$ cat src/rtl/dma_seq.sv
// Sequencer that programs an AM2940 DMA address generator and then runs
// request/acknowledge memory cycles until done, stop, or an ack timeout.
module dma_seq #(
  parameter int unsigned MAX_WAIT = 15
) (
  input  logic       clk,
  input  logic       reset_n,
  input  logic       start,
  input  logic       stop,
  input  logic [2:0] cfg_mode,
  input  logic [7:0] cfg_addr,
  input  logic [7:0] cfg_count,
  output logic [2:0] instr,
  output logic [7:0] am_din,
  output logic       cina,
  output logic       cinw,
  input  logic       am_done,
  output logic       xfer_req,
  input  logic       xfer_ack,
  output logic       busy,
  output logic       finished,
  output logic       err,
  output logic [7:0] xfer_cnt
);

  typedef enum logic [3:0] {
    S_IDLE, S_LDCR, S_LDAR, S_LDWR, S_REINIT, S_REQ, S_STEP, S_FIN, S_ERR
  } state_e;

  localparam logic [7:0] WAIT_LAST = 8'(MAX_WAIT - 1);

  state_e     state_q, state_d;
  logic [2:0] mode_q, mode_d;
  logic [7:0] addr_q, addr_d;
  logic [7:0] count_q, count_d;
  logic [7:0] wait_q, wait_d;
  logic       last_q, last_d;
  logic       err_q, err_d;
  logic [7:0] cnt_q, cnt_d;

  always_ff @(posedge clk) begin
    if (!reset_n) begin
      state_q <= S_IDLE;
      mode_q  <= '0;
      addr_q  <= '0;
      count_q <= '0;
      wait_q  <= '0;
      last_q  <= 1'b0;
      err_q   <= 1'b0;
      cnt_q   <= '0;
    end else begin
      state_q <= state_d;
      mode_q  <= mode_d;
      addr_q  <= addr_d;
      count_q <= count_d;
      wait_q  <= wait_d;
      last_q  <= last_d;
      err_q   <= err_d;
      cnt_q   <= cnt_d;
    end
  end

  always_comb begin
    state_d  = state_q;
    mode_d   = mode_q;
    addr_d   = addr_q;
    count_d  = count_q;
    wait_d   = wait_q;
    last_d   = last_q;
    err_d    = err_q;
    cnt_d    = cnt_q;
    instr    = 3'b011;
    am_din   = 8'h00;
    xfer_req = 1'b0;
    finished = 1'b0;

    case (state_q)
      S_IDLE: begin
        if (start) begin
          mode_d  = cfg_mode;
          addr_d  = cfg_addr;
          count_d = cfg_count;
          err_d   = 1'b0;
          cnt_d   = '0;
          state_d = S_LDCR;
        end
      end
      S_LDCR: begin
        instr   = 3'b000;
        am_din  = {5'b0, mode_q};
        state_d = S_LDAR;
      end
      S_LDAR: begin
        instr   = 3'b101;
        am_din  = addr_q;
        state_d = S_LDWR;
      end
      S_LDWR: begin
        instr   = 3'b110;
        am_din  = count_q;
        state_d = S_REINIT;
      end
      S_REINIT: begin
        instr   = 3'b100;
        wait_d  = '0;
        state_d = S_REQ;
      end
      S_REQ: begin
        xfer_req = 1'b1;
        // ack wins over both stop and timeout in the same cycle
        if (xfer_ack) begin
          last_d  = am_done | stop;
          state_d = S_STEP;
        end else if (stop) begin
          state_d = S_FIN;
        end else if (wait_q == WAIT_LAST) begin
          err_d   = 1'b1;
          state_d = S_ERR;
        end else begin
          wait_d = wait_q + 8'd1;
        end
      end
      S_STEP: begin
        instr = 3'b111;
        cnt_d = cnt_q + 8'd1;
        if (last_q) begin
          state_d = S_FIN;
        end else begin
          wait_d  = '0;
          state_d = S_REQ;
        end
      end
      S_FIN: begin
        finished = 1'b1;
        state_d  = S_IDLE;
      end
      S_ERR:   state_d = S_IDLE;
      default: state_d = S_IDLE;
    endcase
  end

  assign busy     = (state_q != S_IDLE);
  assign err      = err_q;
  assign xfer_cnt = cnt_q;
  assign cina     = 1'b0;
  assign cinw     = 1'b0;

endmodule

$ cat config.mk
export PLATFORM = sky130hd
export DESIGN_NAME = dma_seq
export DESIGN_NICKNAME = d
export VERILOG_FILES = /design/src/rtl/dma_seq.sv
export SDC_FILE = /design/constraint.sdc
export NUM_CORES = 1
export LEC_CHECK = 0
export CELL_PAD_IN_SITES_DETAIL_PLACEMENT = 0
export CELL_PAD_IN_SITES_GLOBAL_PLACEMENT = 1
export CORE_UTILIZATION = 38
export CTS_BUF_LIST = sky130_fd_sc_hd__clkbuf_4
export DETAILED_ROUTE_END_ITERATION = 6
export PLACE_DENSITY = 0.85
export SLEW_MARGIN = 25
export SYNTH_ARGS = -nofsm -noshare
export SYNTH_HDL_FRONTEND = slang
export SYNTH_SLANG_ARGS = --single-unit
$ cat constraint.sdc
create_clock -name clk -period 1.9 [get_ports clk]
set_clock_uncertainty 0.1 [all_clocks]
set_input_delay 0.19 -clock clk [delete_from_list [all_inputs] [get_ports clk]]
set_output_delay 0.19 -clock clk [all_outputs]
set_load 0.005 [all_outputs]
# Word-level counts from Yosys, hierarchy flattened
# Cells that the tools add are included.
# totals
word_cells,59
ff_bits,41
out_inout_bits,25
# classes
addsub,2
bitwise_logic,1
muxes,22
eq_ne,15
reduce_logical,11
# ops
operator,count
$pmux 8 s3,2
$mux 8,5
$pmux 4 s7,1
$add 8x1->8 const B,2
$eq 4x3->1 const B,4
$mux 4,4
$pmux 8 s2,1
$pmux 3 s5,1
$ne 2x2->1 const B,6
$reduce_and 5->1,2
$eq 4x2->1 const B,2
$eq 8x4->1 const B,1
$reduce_and 2->1,4
$mux 1,6
$eq 4x1->1 const B,1
$logic_not 4->1,1
$ne 4x4->1 const B,1
$reduce_bool 2->1,2
$reduce_bool 4->1,1
$reduce_bool 3->1,1
$mux 2,1
$pmux 1 s2,1
$or 1x1->1,1

# Longest topological paths before layout
# depth
word_depth,5
ltp_mapped,7
depth_no_buf,5

# Worst setup path before layout
# No wires, ideal clock.
# synth_path
path_type,register -> register
startpoint,reg state_q[1]
endpoint,"reg cnt_q[4], in the netlist xfer_cnt[4]"
path_stages_with_launch,7
arrival_time_ps,1348
n_path_buf,2
setup_ps,132
path_slack_ps,321
path_cell_list,dfxtp_1 -> buf_4 -> nor4_1 -> and2_1 -> buf_2 -> o211a_1 -> nor3_1
# synth_between
elab_chain_len,3
elab_cells_between_ends,6
# synth_rtl
item,line_no,rtl
from (decl),32,"state_e state_q, state_d;"
from (signal assigned),52,state_q <= state_d;
$eq 4x3->1 / $logic_not 4->1 (equally long branches),77,case (state_q)
$reduce_bool 2->1 (no source line) / $ne 2x2->1 (equally long branches),n/a,
$reduce_and 2->1 (no source line),n/a,
to (signal assigned),59,cnt_q <= cnt_d;
to (decl),39,"logic [7:0] cnt_q, cnt_d;"
# Parallel ways exist; a longest one is shown, timed or not.
# A chain may end at the register's enable or synchronous reset.

# Worst setup path in the final report
# layout_path
startpoint,reg state_q[0]
endpoint,out am_din[3]
# layout_between
elab_chain_len,2
elab_cells_between_ends,4
# layout_rtl
item,line_no,rtl
$eq 4x2->1 / $eq 4x1->1 (equally long branches),77,
$pmux 8 s3 (*),77,
to (decl),14,"output logic [7:0] am_din,"
# Mark *: on every way between the ends. The rest lies on a longest branch, timed or not.

==> flow_metrics.py <==
metrics = {
    "critical_path": {
        "required_ns": 1.61,
        "critPathTopFamily": "buffers and inverters",
        "end_kind": "primary output",
        "crit_chain": "buf_6 -> buf_4 -> mux2i_1 -> nor2_1 -> clkdlybuf4s50_1",
        "worstSetupPathType": "register to primary output",
        "critPathMaxStageDelay_ns": 0.51,
        "cp_slowest_cell": "clkdlybuf4s50_1",
        "cp.arrival_ns": 1.72,
        "worstSetupStartpointType": "register",
        "cp_num_buf_inv": 3,
        "critPathMaxFanout": 4,
    },
    "floorplan": {
        "die_h_um": 77.39,
        "die_w_um": 77.39,
        "core_area_um2": 5507,
        "initial_utilization": 0.3922,
        "floorplan.die_area_um2": 5988,
        "row_count": 27,
        "ios": 50,
    },
    "power_and_ir_drop": {
        "power_density_nw_per_um2": 619.0,
        "max-vdd-ir-drop_v": 0.0003287,
        "leakage_nw": 1.178,
    },
    "sta": {
        "setup_ws_ns": -0.1068,
        "slew_violations": 0,
        "fin_setup_tns_ns": -0.4334,
        "hold_violations": 0,
        "timing.final.crit_period_ns": 2.007,
        "setup_viol": 6,
        "finalCritPeriodShare": 1.056,
        "rsz0062_at_grt": "true",
        "max_freq_ghz": 0.4983,
        "hold-worst-slack_ns": 0.2621,
    },
    "yosys": {
        "synth_most_common_cell": "nand2_1",
        "netlist.area_leader.share": 0.3801,
        "synthDistinctLibCells": 53,
        "synth_edf_count": 0,
        "synth_area_per_cell_um2": 8.088,
        "synthTopCellsByCount": "nand2_1, dfxtp_1, a21oi_1, nor2_1",
        "async_flop_share": 0,
        "synth_top_area_cell": "dfxtp_1",
        "ys_seq_area_frac": 0.3801,
        "synth_warnings": 0,
        "syn_inst": 267,
        "synth-seq-cells": 41,
        "synth_ff_type": "dfxtp_1",
        "netlist_top_cells_area": "dfxtp_1, nand2_1, a21oi_1",
        "syn_area_um2": 2160,
    },
    "clock_tree": {
        "numCtsBuffers": 5,
        "ctsLongestPathBuffers": 2,
        "cts_root_buffer": "clkbuf_4",
        "clkTransAtPathRegs_ns": 0.13,
        "cts_tree": "yes",
        "clock_sinks": 41,
        "ctsHtreeMaxLevel": 2,
        "clk_latency_ns": 0.36,
        "ctsHoldBuffers": 0,
    },
    "layout": {
        "drive_above_1_share": 0.2060,
        "nets": 362,
        "diodes": 0,
        "syn_to_final_growth_pct": 40.03,
        "final_cells": 407,
    },
    "min_path": {
        "min_path_type": "input pin to register",
    },
    "outcome": {
        "violations": "negative setup slack",
        "status": "complete, but fails checks",
    },
    "routing": {
        "drt_first_pass_iters": 4,
        "drtAntennaViolNets": 0,
        "drc": 0,
        "drtIter0Drc": 116,
        "avgRoutedWirePerCell_um": 14.06,
        "vias_per_cell": 5.319,
        "num_vias": 2165,
        "drt-total-wl_um": 5722,
    },
    "placed_design": {
        "place_congestion": 0.8391,
        "dp_hpwl_um": 3899,
        "port_buffers": 47,
        "place_inst": 391,
    },
    "global_routing": {
        "gr-usage-met3": 0.04471,
        "grt_pass1_wl_um": 9453,
        "top_usage_layer": "met2",
        "grt_antenna_before_repair": 0,
        "use_met1": 0.2489,
        "grt_util_all_layers": 0.1990,
        "grt_overflow": 0,
        "grt_max_degree": 25,
        "grt_use_met2": 0.3292,
        "grt_pass1_vias": 2061,
    },
    "flow_run": {
        "max-cap-violations": 0,
    },
}
==> report_power, final <==
group	leakage [nW]	internal, mW	switching, mW
clock	0.0389	0.273	0.299
sequential	0.336	0.895	0.0290
combinational	0.803	0.196	0.180
total	1.18	1.36	0.509
==> cell type report <==
type	instances	area, µm²
clock inverter	3	41.29
inverter	6	27.53
tap	72	90.09
timing repair buffer	79	721.9
clock buffer	5	37.54
multi-input combinational	201	1272
fill	526	2482
sequential	41	833.3
==> cells in the final DEF, fill, tap and decap left out, types with 6 or more instances in the layout <==
cell type / Yosys / routed
dfxtp_1: 41 / 37
o22ai_1: 6 / 6
nand3_1: 9 / 8
a21oi_1: 29 / 29
dlygate4sd2_1: 0 / 6
clkdlybuf4s50_1: 0 / 36
nand2_1: 57 / 55
nor2_1: 15 / 13
buf_4: 5 / 27
mux2i_1: 6 / 6
a211oi_1: 9 / 8
==> repair_timing <==
item,in CTS,in global routing
pin swaps,1,4
resized for setup,26,18
endpoints found under the setup margin,14,19
setup buffers,5,3
==> cell families (layout without fill, tap and decap cells) <==
family,count (synthesis),after routing,synth area share
other,1,2,0.001736
buffers and inverters,26,93,0.06373
AND/OR/NAND/NOR,117,117,0.2758
flip-flops,41,41,0.3801
multiplexers,10,10,0.04867
XOR/XNOR,4,4,0.01623
AO/OA/AOI/OAI,65,65,0.1964
adder cells (fa/ha/maj),3,3,0.01738
==> metal layers <==
layer / up-vias / wire [µm]
li1: 1081 / -
met1: 1015 / 2721
met2: 59 / 2684
met3: 10 / 234
met4: 0 / 81
met5: - / 0
==> flip-flops by register name, indices dropped and copies added (netlist names) <==
register and cells:
mode_q 3, wait_q 8, state_q 4, err 1
addr_q 8, last_q 1, count_q 8, xfer_cnt 8
==> path summary, 6_finish.rpt <==
path / to / slack [ns] / cells after the start / startpoint
max: am_din[3] / -0.11 / 5 / state_q[0]$_SDFFE_PN0P_
min reg2reg: addr_q[4]$_SDFFE_PN0P_ / 0.36 / 2 / addr_q[4]$_SDFFE_PN0P_
min: count_q[1]$_SDFFE_PN0P_ / 0.26 / 3 / cfg_count[1]
max reg2reg: wait_q[4]$_SDFFE_PN0P_ / 0.03 / 6 / state_q[0]$_SDFFE_PN0P_
==> worst reg2reg max path, delay by kind of cell, from the launching register on <==
family                 cells  cell delay, ns
DFF                        1            0.40
AOI/OAI and AO/OA          3            0.78
and+or+nand+nor            1            0.15
buffers and inverters      2            0.37
==> metrics by stage <==
stage	power, mW	util	instance area, µm²	setup slack (ns)
final	1.872	0.5492	3024	-0.1068
after global routing	1.956	0.5492	3024	-0.1874
after CTS	1.876	0.5385	2965	-0.1165
after detailed placement	1.298	0.5090	2803	0.02908
after global placement	1.295	0.5090	2803	0.06843
after floorplan	1.126	-	2163	0.3206
No activity file was read; power rests on OpenSTA's default activity.
